$ cat src/rtl/reg_file_sb.sv
// reg_file_sb: register file with two combinational read ports, one clocked
// write port, optional hard-wired zero register, optional same-cycle
// write-to-read bypass, and a per-register scoreboard of pending writes.
module reg_file_sb #(
  parameter int DATA_W   = 64,
  parameter int NUM_REGS = 32,
  parameter int ADDR_W   = $clog2(NUM_REGS),
  parameter int ZERO_REG = 1,
  parameter int BYPASS   = 1
) (
  input  logic                clk,
  input  logic                reset,
  input  logic [ADDR_W-1:0]   rs1,
  input  logic [ADDR_W-1:0]   rs2,
  output logic [DATA_W-1:0]   read_data1,
  output logic [DATA_W-1:0]   read_data2,
  output logic                rs1_busy,
  output logic                rs2_busy,
  input  logic                alloc_en,
  input  logic [ADDR_W-1:0]   alloc_rd,
  output logic                alloc_ready,
  input  logic                wr_en,
  input  logic [ADDR_W-1:0]   wr_addr,
  input  logic [DATA_W-1:0]   wr_data,
  output logic [NUM_REGS-1:0] busy_vec,
  output logic                alloc_err
);

  localparam bit LP_ZERO   = (ZERO_REG != 0);
  localparam bit LP_BYPASS = (BYPASS != 0);

  logic [DATA_W-1:0]   r_regs [NUM_REGS];
  logic [NUM_REGS-1:0] r_busy;
  logic                r_alloc_err;

  logic w_wv;
  logic w_alloc_zero;
  logic w_alloc_ready;
  logic w_av;

  // Read mux in priority order: reset, zero register, bypass, array.
  function automatic logic [DATA_W-1:0] f_rd_mux(
    input logic [ADDR_W-1:0] a,
    input logic [DATA_W-1:0] stored,
    input logic              rst_n,
    input logic              wv,
    input logic [ADDR_W-1:0] wa,
    input logic [DATA_W-1:0] wd
  );
    if (!rst_n)
      return '0;
    else if (LP_ZERO && (a == '0))
      return '0;
    else if (LP_BYPASS && wv && (wa == a))
      return wd;
    else
      return stored;
  endfunction

  // Busy flag for a read port; a same-cycle writeback hides it when bypassing.
  function automatic logic f_busy(
    input logic [ADDR_W-1:0] a,
    input logic              busy_bit,
    input logic              rst_n,
    input logic              wv,
    input logic [ADDR_W-1:0] wa
  );
    if (!rst_n)
      return 1'b0;
    else if (LP_BYPASS && wv && (wa == a))
      return 1'b0;
    else
      return busy_bit;
  endfunction

  // Writes to r0 are dropped when it is hard-wired to zero.
  assign w_wv          = wr_en && !(LP_ZERO && (wr_addr == '0));
  assign w_alloc_zero  = LP_ZERO && (alloc_rd == '0);
  // A reservation may be taken in the same cycle the previous one retires.
  assign w_alloc_ready = w_alloc_zero || !r_busy[alloc_rd] ||
                         (w_wv && (wr_addr == alloc_rd));
  assign w_av          = alloc_en && w_alloc_ready && !w_alloc_zero;

  assign alloc_ready = w_alloc_ready;
  assign busy_vec    = r_busy;
  assign alloc_err   = r_alloc_err;

  assign read_data1 = f_rd_mux(rs1, r_regs[rs1], reset, w_wv, wr_addr, wr_data);
  assign read_data2 = f_rd_mux(rs2, r_regs[rs2], reset, w_wv, wr_addr, wr_data);
  assign rs1_busy   = f_busy(rs1, r_busy[rs1], reset, w_wv, wr_addr);
  assign rs2_busy   = f_busy(rs2, r_busy[rs2], reset, w_wv, wr_addr);

  // Register array: cleared on reset, written on a valid writeback.
  always_ff @(posedge clk) begin
    if (!reset) begin
      for (int i = 0; i < NUM_REGS; i++) r_regs[i] <= '0;
    end else if (w_wv) begin
      r_regs[wr_addr] <= wr_data;
    end
  end

  // Scoreboard: writeback clears, allocation sets (allocation wins on a tie).
  always_ff @(posedge clk) begin
    if (!reset) begin
      r_busy <= '0;
    end else begin
      if (w_wv) r_busy[wr_addr] <= 1'b0;
      if (w_av) r_busy[alloc_rd] <= 1'b1;
    end
  end

  // Sticky error for any allocation attempted while not ready.
  always_ff @(posedge clk) begin
    if (!reset)
      r_alloc_err <= 1'b0;
    else if (alloc_en && !w_alloc_ready)
      r_alloc_err <= 1'b1;
  end

endmodule

$ cat config.mk
export PLATFORM = sky130hd
export DESIGN_NAME = reg_file_sb
export DESIGN_NICKNAME = d
export VERILOG_FILES = /design/src/rtl/reg_file_sb.sv
export SDC_FILE = /design/constraint.sdc
export NUM_CORES = 2
export LEC_CHECK = 0
export CAP_MARGIN = 20
export CORE_ASPECT_RATIO = 2
export CORE_MARGIN = 3
export CORE_UTILIZATION = 45
export DETAILED_ROUTE_END_ITERATION = 10
export PLACE_DENSITY = 0.7
export SLEW_MARGIN = 5
export SYNTH_ARGS = -nofsm -noshare
export SYNTH_HDL_FRONTEND = slang
export SYNTH_SLANG_ARGS = --single-unit
export TNS_END_PERCENT = 1
$ cat constraint.sdc
create_clock -name clk -period 17 [get_ports clk]
set_input_delay 3.4 -clock clk [delete_from_list [all_inputs] [get_ports clk]]
set_output_delay 3.4 -clock clk [all_outputs]
set_load 0.01 [all_outputs]
After elaboration in Yosys (flattened, before gate mapping)
Memory sizes are Yosys's and may differ from the RTL's.
Cells that the tools add are included.
{"block": "op_classes", "eq_ne": 3, "muxes": 30, "addsub": 0, "n_bitwise": 3, "n_shift": 0, "n_div": 0, "n_mul": 0, "n_reduce_logical": 20, "n_lt_le_gt_ge": 6}
{"cell": "$mux W64", "n": 7}
{"cell": "$mux W32", "n": 3}
{"cell": "$reduce_or A64 Y1", "n": 1}
{"cell": "$and A32 B32 Y32", "n": 1}
{"cell": "$not A32 Y32", "n": 1}
{"cell": "$or A32 B32 Y32", "n": 1}
{"cell": "$lt A5 B6 Y1 const B", "n": 4}
{"cell": "$logic_not A5 Y1", "n": 4}
{"cell": "$bmux W1 S5", "n": 3}
{"cell": "$eq A5 B5 Y1", "n": 3}
{"cell": "$mux W1", "n": 14}
{"cell": "$demux W1 S5", "n": 2}
{"cell": "$ge A5 B1 Y1 const B", "n": 2}
{"cell": "$logic_and A1 B1 Y1", "n": 9}
{"cell": "$mux W5", "n": 1}
{"cell": "$logic_not A1 Y1", "n": 4}
{"cell": "$logic_or A1 B1 Y1", "n": 2}
{"block": "word_totals", "latchBits": 0, "mem_bits_rw": 2048, "in_bits": 88, "rom_bits": 0, "mem_count": 1, "register_bits": 33}
{"name": "r_regs", "words": 32, "word_bits": 64, "rd": 2, "rd_clocked_by_memory_dff": 0, "wr": 32, "line": "32", "text": "logic [DATA_W-1:0] r_regs [NUM_REGS];"}

Longest topological paths before layout
{"block": "logic_depth", "word_depth": 10, "depth_mapped": 10, "depth_no_buf": 6}

Least setup slack after synthesis
OpenSTA, ideal clock, no wires.
{"block": "synth_path", "kind": "input to register", "start": "input port wr_addr[4]", "end": "register r_busy[10], in the netlist busy_vec[10]", "t_arrival_ps": 9485, "setup_slack_ps": 7146, "path_buffers": 2, "path_stages": 6, "path_cell_list": "buf_2 -> buf_2 -> or3b_2 -> or2_2 -> o21ai_0 -> o32ai_1"}
{"block": "synth_via", "elab_chain_cells": 10}
{"item": "start, declared", "line": "23", "text": "input logic [ADDR_W-1:0] wr_addr,"}
{"item": "$lt A5 B6 Y1 (not written as such) / $ge A5 B1 Y1 (equally long branches)", "line": "107", "text": "if (w_wv) r_busy[wr_addr] <= 1'b0;"}
{"item": "$logic_and A1 B1 Y1 (not written as such)", "line": "107"}
{"item": "$mux W1 (not written as such)", "line": "107"}
{"item": "$demux W1 S5", "line": "107"}
{"item": "$not A32 Y32 (no source line)"}
{"item": "$and A32 B32 Y32 (no source line)"}
{"item": "$mux W32", "line": "107"}
{"item": "$mux W32", "line": "104", "text": "if (!reset) begin"}
{"item": "$or A32 B32 Y32 (no source line)"}
{"item": "$mux W32 (*)", "line": "108", "text": "if (w_av) r_busy[alloc_rd] <= 1'b1;"}
{"item": "end signal, assigned", "line": "105", "text": "r_busy <= '0;"}
{"item": "end signal, assigned by index", "line": "107"}
{"item": "end signal, assigned by index", "line": "108"}
{"item": "end, declared", "line": "33", "text": "logic [NUM_REGS-1:0] r_busy;"}
Every way passes the cells marked *; elsewhere a longest branch is shown, timed or not. The select of a mux whose other input is x is not followed.
A chain may end at the register's enable or synchronous reset.

Worst setup path in the final report
{"block": "layout_path", "start": "input port wr_addr[4]", "end": "output port read_data2[60]"}
{"block": "layout_via", "elab_chain_cells": 7}
{"item": "$logic_not A5 Y1", "line": "77", "text": "assign w_wv = wr_en && !(LP_ZERO && (wr_addr == '0));"}
{"item": "$logic_not A1 Y1", "line": "77"}
{"item": "$logic_and A1 B1 Y1", "line": "77"}
{"item": "$logic_and A1 B1 Y1 (*)", "line": "54", "text": "else if (LP_BYPASS && wv && (wa == a))"}
{"item": "$mux W64 (*)", "line": "54"}
{"item": "$mux W64 (*)", "line": "52", "text": "else if (LP_ZERO && (a == '0))"}
{"item": "$mux W64 (*)", "line": "50", "text": "if (!rst_n)"}
{"item": "end, declared", "line": "16", "text": "output logic [DATA_W-1:0] read_data2,"}
Every way passes the cells marked *; elsewhere a longest branch is shown, timed or not.

==> results.json <==
{
  "status": "finished clean",
  "path_class": "primary input to primary output",
  "seq_area_frac_synth_pct": 55.2,
  "hold_class": "flip-flop to flip-flop",
  "cts_resized": 0,
  "power.leakage_nw": 41.9,
  "fmax_mhz": 83.3,
  "globalplace.congestion": 0.894,
  "worst_ep_arrival_time_ps": 8610,
  "die_w_um": 360,
  "crit_required_ps": 13600,
  "num_vias": 74000,
  "async_flop_share_pct": 0,
  "firstDrtPassIters": 6,
  "cts_buffers": 185,
  "synth_top_family_by_area": "multiplexers",
  "yosysTopAreaCellShare_pct": 54.6,
  "finalSetupViolations": 0,
  "powerDensity_mw_per_mm2": 95.4,
  "synth_seq_cells": 2081,
  "cap_violations": 0,
  "placeableCoreArea_mm2": 0.249,
  "drt_iter0_drc": 11100,
  "grt_pass1_wl_um": 563000,
  "dp_hpwl_um": 229000,
  "die_h_um": 713,
  "synth_edf_count": 2048,
  "fin_crit_ps": 12010,
  "min_to": "busy_vec[20]$_SDFF_PN0_",
  "viasPerCell": 6.78,
  "utilization_pct": 49.9,
  "cts-hold-fix-buffers": 0,
  "cts_max_level": 4,
  "final_hold_viol_count": 0,
  "slew_viol_final": 0,
  "post_cts_buffers": 0,
  "worstHoldStart": "busy_vec[20]$_SDFF_PN0_",
  "cts_root_buffer": "clkbuf_16",
  "drt-total-wl_um": 404000,
  "area_delta_synth_final_pct": 10.4,
  "nNetsFinal": 7579,
  "ff2ff_setup_slack_ps": 14460,
  "row_count": 259,
  "grt_pass1_vias": 76500,
  "final_cells": 10900,
  "ctsLongestPathBuffers": 4,
  "cts_sinks": 2081,
  "clk_pin_slew_ps": 70,
  "io_buffers": 251,
  "drc": 0,
  "clock_skew_ps": 33.4,
  "netlist_top_cells_count": "edfxtp_1, and2_1, mux4_2",
  "grt_max_degree": 110,
  "hold_depth": 2,
  "synth_compound_area_share_pct": 4.23,
  "netlist_top_cells_area": "edfxtp_1, mux4_2, and2_1",
  "synth_cell_type_count": 49,
  "dr_wl_met2_um": 194000,
  "cts_tree": "built",
  "clk_latency_ps": 860,
  "syn_avg_cell_area_um2": 14.8,
  "grt_overflow": 0,
  "r2r_cells": 6,
  "netlist_instances": 7595,
  "synthXorXnorAreaFrac_pct": 0.117,
  "worstPathMaxFanout": 35,
  "wl_per_cell_um": 37.0,
  "r2r-start": "busy_vec[9]$_SDFF_PN0_",
  "yosys.area.top_type": "edfxtp_1",
  "fillers": 20500,
  "worst_slew_pin_slew_ps": 1270,
  "synth_mux_area_share_pct": 23.3,
  "wl_met1_um": 128000,
  "critPathLaunch": "wr_addr[4]",
  "placed_cells": 10500,
  "yosysMostFrequentCell": "edfxtp_1",
  "synthAdderAreaFrac_pct": 0,
  "slew_headroom_pct": 15.2,
  "grt_usage_pct": 31.0,
  "postRouteAntennaNets": 0,
  "top_layer_used": "met5",
  "start_util_pct": 45.2,
  "synth_area_mm2": 0.113,
  "synth_flop_cell": "edfxtp_1",
  "ir_drop_mv": 0.0805,
  "rsz0062_at_grt": "no",
  "start_kind": "primary input",
  "synth-simple-area-share_pct": 13.8,
  "yosys_warnings": 0,
  "drive_above_1_share_pct": 20.9,
  "min_period_over_period_pct": 70.6,
  "dieArea_mm2": 0.257,
  "tns_ps": 0,
  "antenna_found_initial": 45,
  "io-pin-count": 252,
  "rr_endpoint": "busy_vec[18]$_SDFF_PN0_",
  "wl_met3_um": 46800,
  "crit_path_end_kind": "primary output"
}
==> layer usage <==
metal | global-route usage, % | vias to the layer above
li1 | - | 28700
met5 | 0 | -
met3 | 7.27 | 1688
met4 | 22.5 | 22
met1 | 35.6 | 37700
met2 | 50.9 | 5891
==> worst max-delay path, cell delays in order <==
cell and delay, ps:
clkdlybuf4s50_1 670, or3_1 720, o21a_2 360, nand4_1 240, nor3b_4 910, buf_4 990, buf_4 450, a22oi_1 150
nand2_1 130, clkdlybuf4s50_1 540
==> worst max-delay path by stage <==
stage	slack (ps)	to	cells after the start
2_1_floorplan	7150	busy_vec[10]$_SDFF_PN0_	6
3_3_place_gp	5020	read_data2[30]	11
3_5_place_dp	5050	read_data2[30]	11
4_1_cts	5020	read_data2[30]	11
5_1_grt	4870	read_data2[30]	11
6_report	4990	read_data2[60]	10
==> cell usage in the layout, fill, tap and decap left out, types with 10 or more instances in the layout <==
cell type / count
nor2b_1: 259
buf_4: 187
o22ai_1: 13
o21ai_4: 31
a22oi_1: 129
mux4_2: 1046
clkbuf_16: 188
nor2_4: 32
dfxtp_1: 33
nand3_1: 10
o32ai_1: 14
conb_1: 64
a21oi_1: 256
buf_12: 13
edfxtp_1: 2048
clkbuf_1: 49
clkdlybuf4s50_1: 241
nand2_1: 272
clkinv_1: 29
inv_1: 24
a211oi_1: 256
buf_8: 18
clkinv_2: 25
bufinv_16: 16
and2_1: 1985
diode_2: 27
mux2i_1: 270
==> registers in the layout (all words and copies together), names as in the netlist <==
| register | flops |
|---|---|
| r_regs | 2048 |
| busy_vec | 32 |
| alloc_err | 1 |
==> layout make-up <==
class | instances | area, µm² | area share (%)
flip-flops and latches | 2081 | 62200 | 50.0
inverters | 25 | 98.8 | 0.0795
diodes | 27 | 67.6 | 0.0544
clock buffers | 237 | 4880 | 3.92
multi-input cells | 4728 | 47600 | 38.3
repair buffers | 470 | 4620 | 3.72
well taps | 3262 | 4080 | 3.28
clock inverters | 82 | 817 | 0.657
==> logic make-up after synthesis <==
group | count (synthesis)
and+or+nand+nor | 2606
DFF | 2081
muxes | 1316
buffers and inverters | 849
AOI/OAI and AO/OA | 727
xor gates and xnor gates | 15
other | 1
==> per-stage QoR <==
step	total power, mW	worst slack [ps]	hold slack [ps]	instance area, µm²
floorplan	7.14	7150	502	113000
global placement	7.68	5020	487	118000
detailed placement	7.74	5050	507	118000
CTS	11.8	5020	522	124000
global route	12.1	4870	557	124000
finish	11.9	4990	527	124000
==> where the power goes <==
group          switching, mW  total (mW)  internal (mW)
Sequential             0.153        6.07           5.92
Combinational          0.918        1.59          0.675
Clock                   1.92        4.19           2.27
Total                   2.99        11.9           8.86
Power figures use the tool's default switching activity.
